==> config.mk <==
export PLATFORM = sky130hd
export DESIGN_NAME = spi_ss_master_flat
export DESIGN_NICKNAME = d
export VERILOG_FILES = /design/src/rtl/spi_ss_master_if.sv /design/src/rtl/spi_ss_master.sv /design/src/flat_wrapper.sv
export SDC_FILE = /design/constraint.sdc
export NUM_CORES = 1
export LEC_CHECK = 0
export CORE_MARGIN = 2
export CORE_UTILIZATION = 50
export CTS_BUF_LIST = sky130_fd_sc_hd__clkbuf_8
export DETAILED_ROUTE_END_ITERATION = 7
export GPL_TIMING_DRIVEN = 1
export HOLD_SLACK_MARGIN = 0.1
export MAX_ROUTING_LAYER = met4
export PLACE_DENSITY = 0.85
export SLEW_MARGIN = 20
export SYNTH_ARGS = -nofsm -noshare
export SYNTH_HDL_FRONTEND = slang
export SYNTH_SLANG_ARGS = --single-unit
==> constraint.sdc <==
create_clock -name clk -period 2 [get_ports clk]
set_input_delay 0.6 -clock clk [delete_from_list [all_inputs] [get_ports clk]]
set_output_delay 0.6 -clock clk [all_outputs]
set_load 0.05 [all_outputs]
==> src/rtl/spi_ss_master_if.sv <==
// Handshake and serial bus bundle for spi_ss_master.
interface spi_ss_master_if #(
    parameter int unsigned DATA_W = 8
);
    logic              start;
    logic [3:0]        slave_id;
    logic [DATA_W-1:0] tx_data;
    logic              miso;
    logic              sclk;
    logic              mosi;
    logic [3:0]        sel_addr;
    logic              sel_en;
    logic              busy;
    logic              done;
    logic [DATA_W-1:0] rx_data;

    modport master (
        input  start, slave_id, tx_data, miso,
        output sclk, mosi, sel_addr, sel_en, busy, done, rx_data
    );

    modport slave (
        output start, slave_id, tx_data, miso,
        input  sclk, mosi, sel_addr, sel_en, busy, done, rx_data
    );
endinterface

==> src/rtl/spi_ss_master.sv <==
// SPI mode-0 master driving an external 1-to-16 slave-select decoder.
// Optional macro SPI_LOOPBACK_EN routes the outgoing bit back into the receiver.
module spi_ss_master #(
    parameter int unsigned DATA_W  = 8,
    parameter int unsigned CLK_DIV = 4
) (
    input  logic                    clk,
    input  logic                    rst,
    spi_ss_master_if.master         bus
);

    localparam int unsigned DIV_W  = 8;
    localparam int unsigned EDGE_W = $clog2(2 * DATA_W + 1);
    localparam logic [DIV_W-1:0]  DIV_LAST = DIV_W'(CLK_DIV - 1);
    localparam logic [EDGE_W-1:0] EDGES    = EDGE_W'(2 * DATA_W);

    typedef enum logic [2:0] {
        S_IDLE,
        S_SETUP,
        S_SHIFT,
        S_HOLD,
        S_DONE
    } state_e;

    state_e             state_q, state_d;
    logic [DIV_W-1:0]   div_q, div_d;
    logic [EDGE_W-1:0]  edge_q, edge_d;
    logic               sclk_q, sclk_d;
    logic [DATA_W-1:0]  tx_sh_q, tx_sh_d;
    logic [DATA_W-1:0]  rx_sh_q, rx_sh_d;
    logic [DATA_W-1:0]  rx_data_q, rx_data_d;
    logic [3:0]         sel_addr_q, sel_addr_d;
    logic               sel_en_q, sel_en_d;
    logic               busy_q, busy_d;
    logic               done_q, done_d;
    logic               sample_bit;

    // The MSB of the transmit shifter is the mosi line itself.
`ifdef SPI_LOOPBACK_EN
    wire unused_miso = bus.miso;
    assign sample_bit = tx_sh_q[DATA_W-1];
`else
    assign sample_bit = bus.miso;
`endif

    always_ff @(posedge clk) begin
        if (rst) begin
            state_q    <= S_IDLE;
            div_q      <= '0;
            edge_q     <= '0;
            sclk_q     <= 1'b0;
            tx_sh_q    <= '0;
            rx_sh_q    <= '0;
            rx_data_q  <= '0;
            sel_addr_q <= '0;
            sel_en_q   <= 1'b0;
            busy_q     <= 1'b0;
            done_q     <= 1'b0;
        end else begin
            state_q    <= state_d;
            div_q      <= div_d;
            edge_q     <= edge_d;
            sclk_q     <= sclk_d;
            tx_sh_q    <= tx_sh_d;
            rx_sh_q    <= rx_sh_d;
            rx_data_q  <= rx_data_d;
            sel_addr_q <= sel_addr_d;
            sel_en_q   <= sel_en_d;
            busy_q     <= busy_d;
            done_q     <= done_d;
        end
    end

    always_comb begin
        state_d    = state_q;
        div_d      = div_q;
        edge_d     = edge_q;
        sclk_d     = sclk_q;
        tx_sh_d    = tx_sh_q;
        rx_sh_d    = rx_sh_q;
        rx_data_d  = rx_data_q;
        sel_addr_d = sel_addr_q;
        done_d     = 1'b0;

        case (state_q)
            S_IDLE: begin
                sclk_d  = 1'b0;
                tx_sh_d = '0;
                if (bus.start) begin
                    state_d    = S_SETUP;
                    div_d      = '0;
                    edge_d     = '0;
                    rx_sh_d    = '0;
                    tx_sh_d    = bus.tx_data;
                    // Decoder reads sel_addr[0] as its MSB, so the id goes in bit-reversed.
                    sel_addr_d = {bus.slave_id[0], bus.slave_id[1],
                                  bus.slave_id[2], bus.slave_id[3]};
                end
            end
            S_SETUP: begin
                if (div_q == DIV_LAST) begin
                    state_d = S_SHIFT;
                    div_d   = '0;
                end else begin
                    div_d = DIV_W'(div_q + 1'b1);
                end
            end
            S_SHIFT: begin
                // One settling cycle at sclk=0 follows the final falling edge.
                if (edge_q == EDGES) begin
                    state_d = S_HOLD;
                    div_d   = '0;
                end else if (div_q == DIV_LAST) begin
                    div_d  = '0;
                    edge_d = EDGE_W'(edge_q + 1'b1);
                    sclk_d = ~sclk_q;
                    if (!sclk_q) begin
                        rx_sh_d = {rx_sh_q[DATA_W-2:0], sample_bit};
                    end else if (edge_q != EDGE_W'(EDGES - 1'b1)) begin
                        tx_sh_d = {tx_sh_q[DATA_W-2:0], 1'b0};
                    end
                end else begin
                    div_d = DIV_W'(div_q + 1'b1);
                end
            end
            S_HOLD: begin
                if (div_q == DIV_LAST) begin
                    state_d   = S_DONE;
                    div_d     = '0;
                    done_d    = 1'b1;
                    rx_data_d = rx_sh_q;
                    tx_sh_d   = '0;
                end else begin
                    div_d = DIV_W'(div_q + 1'b1);
                end
            end
            S_DONE: begin
                state_d = S_IDLE;
            end
            default: begin
                state_d = S_IDLE;
            end
        endcase

        sel_en_d = (state_d == S_SETUP) || (state_d == S_SHIFT) || (state_d == S_HOLD);
        busy_d   = sel_en_d;
    end

    assign bus.sclk     = sclk_q;
    assign bus.mosi     = tx_sh_q[DATA_W-1];
    assign bus.sel_addr = sel_addr_q;
    assign bus.sel_en   = sel_en_q;
    assign bus.busy     = busy_q;
    assign bus.done     = done_q;
    assign bus.rx_data  = rx_data_q;

endmodule

==> src/flat_wrapper.sv <==
// flat-port wrapper written by rule: the top's interface ports become plain ports
module spi_ss_master_flat 
#(
    parameter int unsigned DATA_W  = 8,
    parameter int unsigned CLK_DIV = 4
)
  (clk, rst, bus_start, bus_slave_id, bus_tx_data, bus_miso, bus_sclk, bus_mosi, bus_sel_addr, bus_sel_en, bus_busy, bus_done, bus_rx_data);
  spi_ss_master_if #(.DATA_W(DATA_W)) bus_i ();
  input  logic clk;
  input  logic rst;
  input wire logic [$bits(bus_i.start)-1:0] bus_start;
  input wire logic [$bits(bus_i.slave_id)-1:0] bus_slave_id;
  input wire logic [$bits(bus_i.tx_data)-1:0] bus_tx_data;
  input wire logic [$bits(bus_i.miso)-1:0] bus_miso;
  output wire logic [$bits(bus_i.sclk)-1:0] bus_sclk;
  output wire logic [$bits(bus_i.mosi)-1:0] bus_mosi;
  output wire logic [$bits(bus_i.sel_addr)-1:0] bus_sel_addr;
  output wire logic [$bits(bus_i.sel_en)-1:0] bus_sel_en;
  output wire logic [$bits(bus_i.busy)-1:0] bus_busy;
  output wire logic [$bits(bus_i.done)-1:0] bus_done;
  output wire logic [$bits(bus_i.rx_data)-1:0] bus_rx_data;
  assign bus_i.start = bus_start;
  assign bus_i.slave_id = bus_slave_id;
  assign bus_i.tx_data = bus_tx_data;
  assign bus_i.miso = bus_miso;
  assign bus_sclk = bus_i.sclk;
  assign bus_mosi = bus_i.mosi;
  assign bus_sel_addr = bus_i.sel_addr;
  assign bus_sel_en = bus_i.sel_en;
  assign bus_busy = bus_i.busy;
  assign bus_done = bus_i.done;
  assign bus_rx_data = bus_i.rx_data;
  spi_ss_master #(.DATA_W(DATA_W), .CLK_DIV(CLK_DIV)) u_core (.clk(clk), .rst(rst), .bus(bus_i));
endmodule
# ---- Yosys cells after proc, flatten, opt, wreduce, memory -nomap -nowiden
# Cells that the tools add are included.
dict set report totals {
  reg_bits 47
  elab_cells 73
  out_inout_bits 17
  in_bits 16
}
dict set report classes {
  add_sub_neg 2
  eq_ne 16
  bitwise_logic 2
  n_mux 28
  n_reduce_logical 15
}
# op n
set op_table {}
lappend op_table {{2-to-1 mux 8 bit} 12}
lappend op_table {{one-hot mux 8 bit (3 select lines)} 2}
lappend op_table {{one-hot mux 8 bit (2 select lines)} 1}
lappend op_table {{2-to-1 mux 5 bit} 3}
lappend op_table {{equality test 3 x 2 -> 1 bit (second input constant)} 4}
lappend op_table {{2-to-1 mux 3 bit} 4}
lappend op_table {{one-hot mux 3 bit (4 select lines)} 1}
lappend op_table {{one-hot mux 5 bit (2 select lines)} 1}
lappend op_table {{adder 8 x 1 -> 8 bit (second input constant)} 1}
lappend op_table {{equality test 8 x 2 -> 1 bit (second input constant)} 1}
lappend op_table {{inequality test 2 x 1 -> 1 bit (second input constant)} 4}
lappend op_table {{equality test 3 x 1 -> 1 bit (second input constant)} 2}
lappend op_table {{inequality test 2 bit (second input constant)} 3}
lappend op_table {{AND reduction 2 bit} 3}
lappend op_table {{AND reduction 6 bit} 1}
lappend op_table {{nonzero test 3 bit} 2}
lappend op_table {{adder 5 x 1 -> 5 bit (second input constant)} 1}
lappend op_table {{equality test 5 bit (second input constant)} 1}
lappend op_table {{inequality test 5 x 4 -> 1 bit (second input constant)} 1}
lappend op_table {{AND reduction 5 bit} 1}
lappend op_table {{AND reduction 4 bit} 1}
lappend op_table {{OR reduction 2 bit} 2}
lappend op_table {{logical NOT 3 bit} 1}
lappend op_table {{2-to-1 mux 1 bit} 3}
lappend op_table {{other kinds (5)} 7}

# ---- Longest topological paths before layout
dict set report logic_depth {
  depth_word 6
  mapped_depth 8
  mapped_depth_nobuf 7
}

# ---- Worst setup path before layout
# Ideal clock, no wire load.
dict set report synth_timing {
  path_type {register to register}
  start {register u_core.edge_q[0]}
  end {register u_core.tx_sh_q[6]}
  path_stages_with_launch 9
  setup_slack_ns -0.176
  setup_time_ns 0.070
  path_buffers 1
  t_required_ns 1.930
  t_arrival_ns 2.106
  period_less_slack_ns 2.176
  cell_sequence {dfxtp_1 ha_1 and3_1 ha_1 nand2b_1 a211o_1 buf_2 or4_1 a21oi_1}
}
dict set report synth_between {
  elab_chain_cells 3
  word_cells_on_any_way 5
  cone_classes {eq/ne (4); reduce/logical (1)}
}
# element line_no
set synth_lines {}
lappend synth_lines {{start, declared} spi_ss_master.sv:27} ;# logic [EDGE_W-1:0] edge_q, edge_d;
lappend synth_lines {{start signal, assigned} spi_ss_master.sv:62} ;# edge_q <= edge_d;
lappend synth_lines {{inequality test 5 x 4 -> 1 bit / equality test 5 bit (equally long branches)} {spi_ss_master.sv:119, spi_ss_master.sv:110}}
lappend synth_lines {{inequality test 2 x 1 -> 1 bit (no source line) / inequality test 2 bit (equally long branches)} n/a}
lappend synth_lines {{AND reduction 6 bit (no source line) (*)} n/a}
lappend synth_lines {{end signal, assigned} spi_ss_master.sv:64} ;# tx_sh_q <= tx_sh_d;
lappend synth_lines {{end, declared} spi_ss_master.sv:29} ;# logic [DATA_W-1:0] tx_sh_q, tx_sh_d;
# Mark *: on every way between the ends. The rest lies on a longest branch, timed or not.
# A chain may end at the register's enable or synchronous reset.

# ---- Worst setup path after layout
dict set report layout_timing {
  start {register u_core.edge_q[1]}
  end {register u_core.tx_sh_q[4]}
}
# Same word-level chain as after synthesis.

==> run metrics <==
Synth Flop Type dfxtp_1; R2R Path End u_core.tx_sh_q[4]; Post-synth EDFFs 0; failing checks negative setup slack; Root Driver clkbuf_8; Worst-Skew Late Latency ~300 ps; routability cong. ~0.83; Yosys warnings 0; syn_nets about 260; Num CTS Buffers 5; CP bufs+invs 0; largest cells by area after synthesis dfxtp_1 (42%), mux2i_1 (6.3%), nor2_1 (4.0%); first-iteration detailed-routing DRC count 95; Max Clk Rate between 400 and 500 MHz; RSZ-0062 raised after global routing true; crit path kind flop to flop; clk sinks 47; Top Ports 33; placed wire-length estimate around 3500 µm; CTS tree done; most frequent cell after synthesis dfxtp_1; Placement Cell Area between 2000 and 3000 µm²; P per Cell Area roughly 640 nW/µm²; drt total wl between 5000 and 6000 µm; vias per inst between 5 and 6; full die area approximately 5000 µm²; Fin. Hold Viols 0; layout cells sized above 1 approximately a quarter; first-pass GRT wire length 8921 µm; Hold Path Class flop to flop; area delta synth->final 31.45%; width of the die between 70 and 80 µm; Worst Hold Path Cells 2; CORE AREA between 4000 and 5000 µm²; CP top delay family simple AND/OR/NAND/NOR gates; post-route minimum period about 2100 ps; worst relative slew slack between 60 and 70%; Worst Path Max Fanout 6; Cell Chain, Critical Path ha_4 > and3_4 > ha_4 > nand2b_4 > a211o_4 > or4_4 > a21oi_2; outcome finished, violations left; Leak roughly 1.2 nW; Final TNS setup -261.3 ps; synth unique cells 49; num rows 24; Synth Register Bits between 40 and 50; worst flop-to-flop path startpoint u_core.edge_q[1]; Post-synth top cells dfxtp_1 (47), nor2_1 (24), nand2_1 (22); DRC viols 0; Crit path largest cell delay 530 ps; Final WS setup -76.63 ps; Final setup viols 7; HP Start u_core.bus.sel_addr[1]; DP Worst Slack -172.8 ps; Die Y about 71 µm; initial antenna violation count 0; Synth Cell Area ~2200 µm²; Initial DRT Pass Iterations 4; via count slightly above 2000; clock skew around 4.7 ps; worst-case clock buffer depth 2; Finished Core Util between 60% and 70%; Final ANT Viol Nets 0; Required @ worst endpoint roughly 2200 ps; Post-synth ARST share 0%; Overall Power 1.891 mW; Crit path depth 7; critical path arrival approximately 2300 ps; vias in the first global route slightly below 2000; Initial Util between 50 and 60%; Total GRT Usage 23.03%; Worst-Margin Slew approximately 580 ps; CP max-delay cell or4_4; total gr overflow 0; Worst R2R Path Depth 7; Nets 318; cell taking the most area after synthesis dfxtp_1; Max VDD drop roughly 0.00042 V; Critical Path End Type flop; critical path launch point type flop; r2r setup slk -80 ps; Final Cycle Share 103.8%; Hold Path End u_core.bus.sel_addr[1]; ANT cells 0; buffers added on ports 32; Mapped Cells ~240; # hold bufs at CTS 0; clk slew on worst S/H paths ~90 ps; Yosys top cell area share 42.08%; wire per inst approximately 16 µm; H-tree Lvls 2; Design Area, Final between 2000 and 3000 µm²; number of max-cap violations 0; Most common cell on crit path ha_4; syn_area_per_cell 9.239 µm²; pin count of the biggest net entering global routing 21; final slew viol count 0; register area share after synthesis a little over two fifths
worst min-delay path, delay by kind of cell (launching register included):
family | cells | cell delay (ps)
simple gates | 1 | 50
compound gates | 1 | 50
flops | 1 | 320
cell usage in the layout (no fill, tap or decap), types with 2 or more instances in the layout:
master           count
dfxtp_2              2
and2_1               2
ha_1                 2
o32ai_1              2
o31ai_1              8
a211oi_1             3
nand3b_1             4
mux2i_1             14
clkdlybuf4s50_1     15
nand4_1              4
nand3_1              7
nor4b_1              3
or4_1                7
mux2_4               2
inv_1                5
nor3_1               2
a21oi_1             13
nand2b_1             2
buf_4               47
nand2_1             22
nor3b_1              2
nor2b_1              4
dfxtp_1             45
o21ai_0              2
and3_1               2
a21oi_2              4
buf_12               2
nor2_1              24
a32oi_1              7
nor3_2               2
clkbuf_8             5
ha_4                 2
xnor2_1              7
area by class of cell:
class,instances,area (µm²)
Clock buffer,5,68.82
Clock inverter,2,37.54
Fill cell,328,1385
Inverter,5,18.77
Multi-Input combinational cell,175,1262
Sequential cell,47,943.4
Tap cell,52,65.06
Timing Repair Buffer,64,543.0
flip-flops by register name, summed over array words and instances, names as in the netlist:
register	cells
u_core.bus.rx_data	8
u_core.bus.sel_addr	4
u_core.bus.sel_en	1
u_core.edge_q	5
u_core.rx_sh_q	8
u_core.bus.sclk	1
u_core.div_q	8
u_core.tx_sh_q	8
u_core.bus.done	1
u_core.state_q	3
worst max-delay path by stage:
stage | startpoint | to
finish | u_core.edge_q[1] | u_core.tx_sh_q[4]
global route | u_core.edge_q[1] | u_core.tx_sh_q[4]
CTS | u_core.edge_q[1] | u_core.tx_sh_q[2]
detailed placement | bus_start | u_core.rx_sh_q[0]
global placement | bus_start | u_core.rx_sh_q[0]
floorplan | u_core.edge_q[0] | u_core.tx_sh_q[6]
metrics by stage:
step	hold slack (ps)	instances
2_1_floorplan	443.6	242
3_3_place_gp	444.0	339
3_5_place_dp	451.9	339
4_1_cts	466.5	349
5_1_grt	479.5	350
6_report	464.2	350
cell families after synthesis:
kind of cell	after synthesis	synth area share (%)
flip-flops	47	42.08
adder cells (fa/ha/maj)	4	2.238
multiplexers	16	7.610
AND/OR/NAND/NOR	100	25.97
buffers and inverters	21	4.645
AO/OA/AOI/OAI	46	14.33
XOR/XNOR	8	3.134
layer usage:
metal	track usage, %	share of wire [%]	routed length, µm
met1	27.08	44	2365
met2	38.21	49	2664
met3	4.416	5.0	273
met4	10.27	2.3	125
met5	-	0	0
power by group:
part | switching (mW) | internal, mW | total (mW)
Sequential | 0.0134 | 0.956 | 0.969
Clock | 0.317 | 0.365 | 0.682
Combinational | 0.131 | 0.109 | 0.240
timing repair:
action,in CTS,in global routing
pin swaps,10,2
gates cloned,1,0
buffers inserted,2,1
gates resized for setup,4,2
setup endpoints to repair,8,7
No activity file was read; power rests on OpenSTA's default activity.
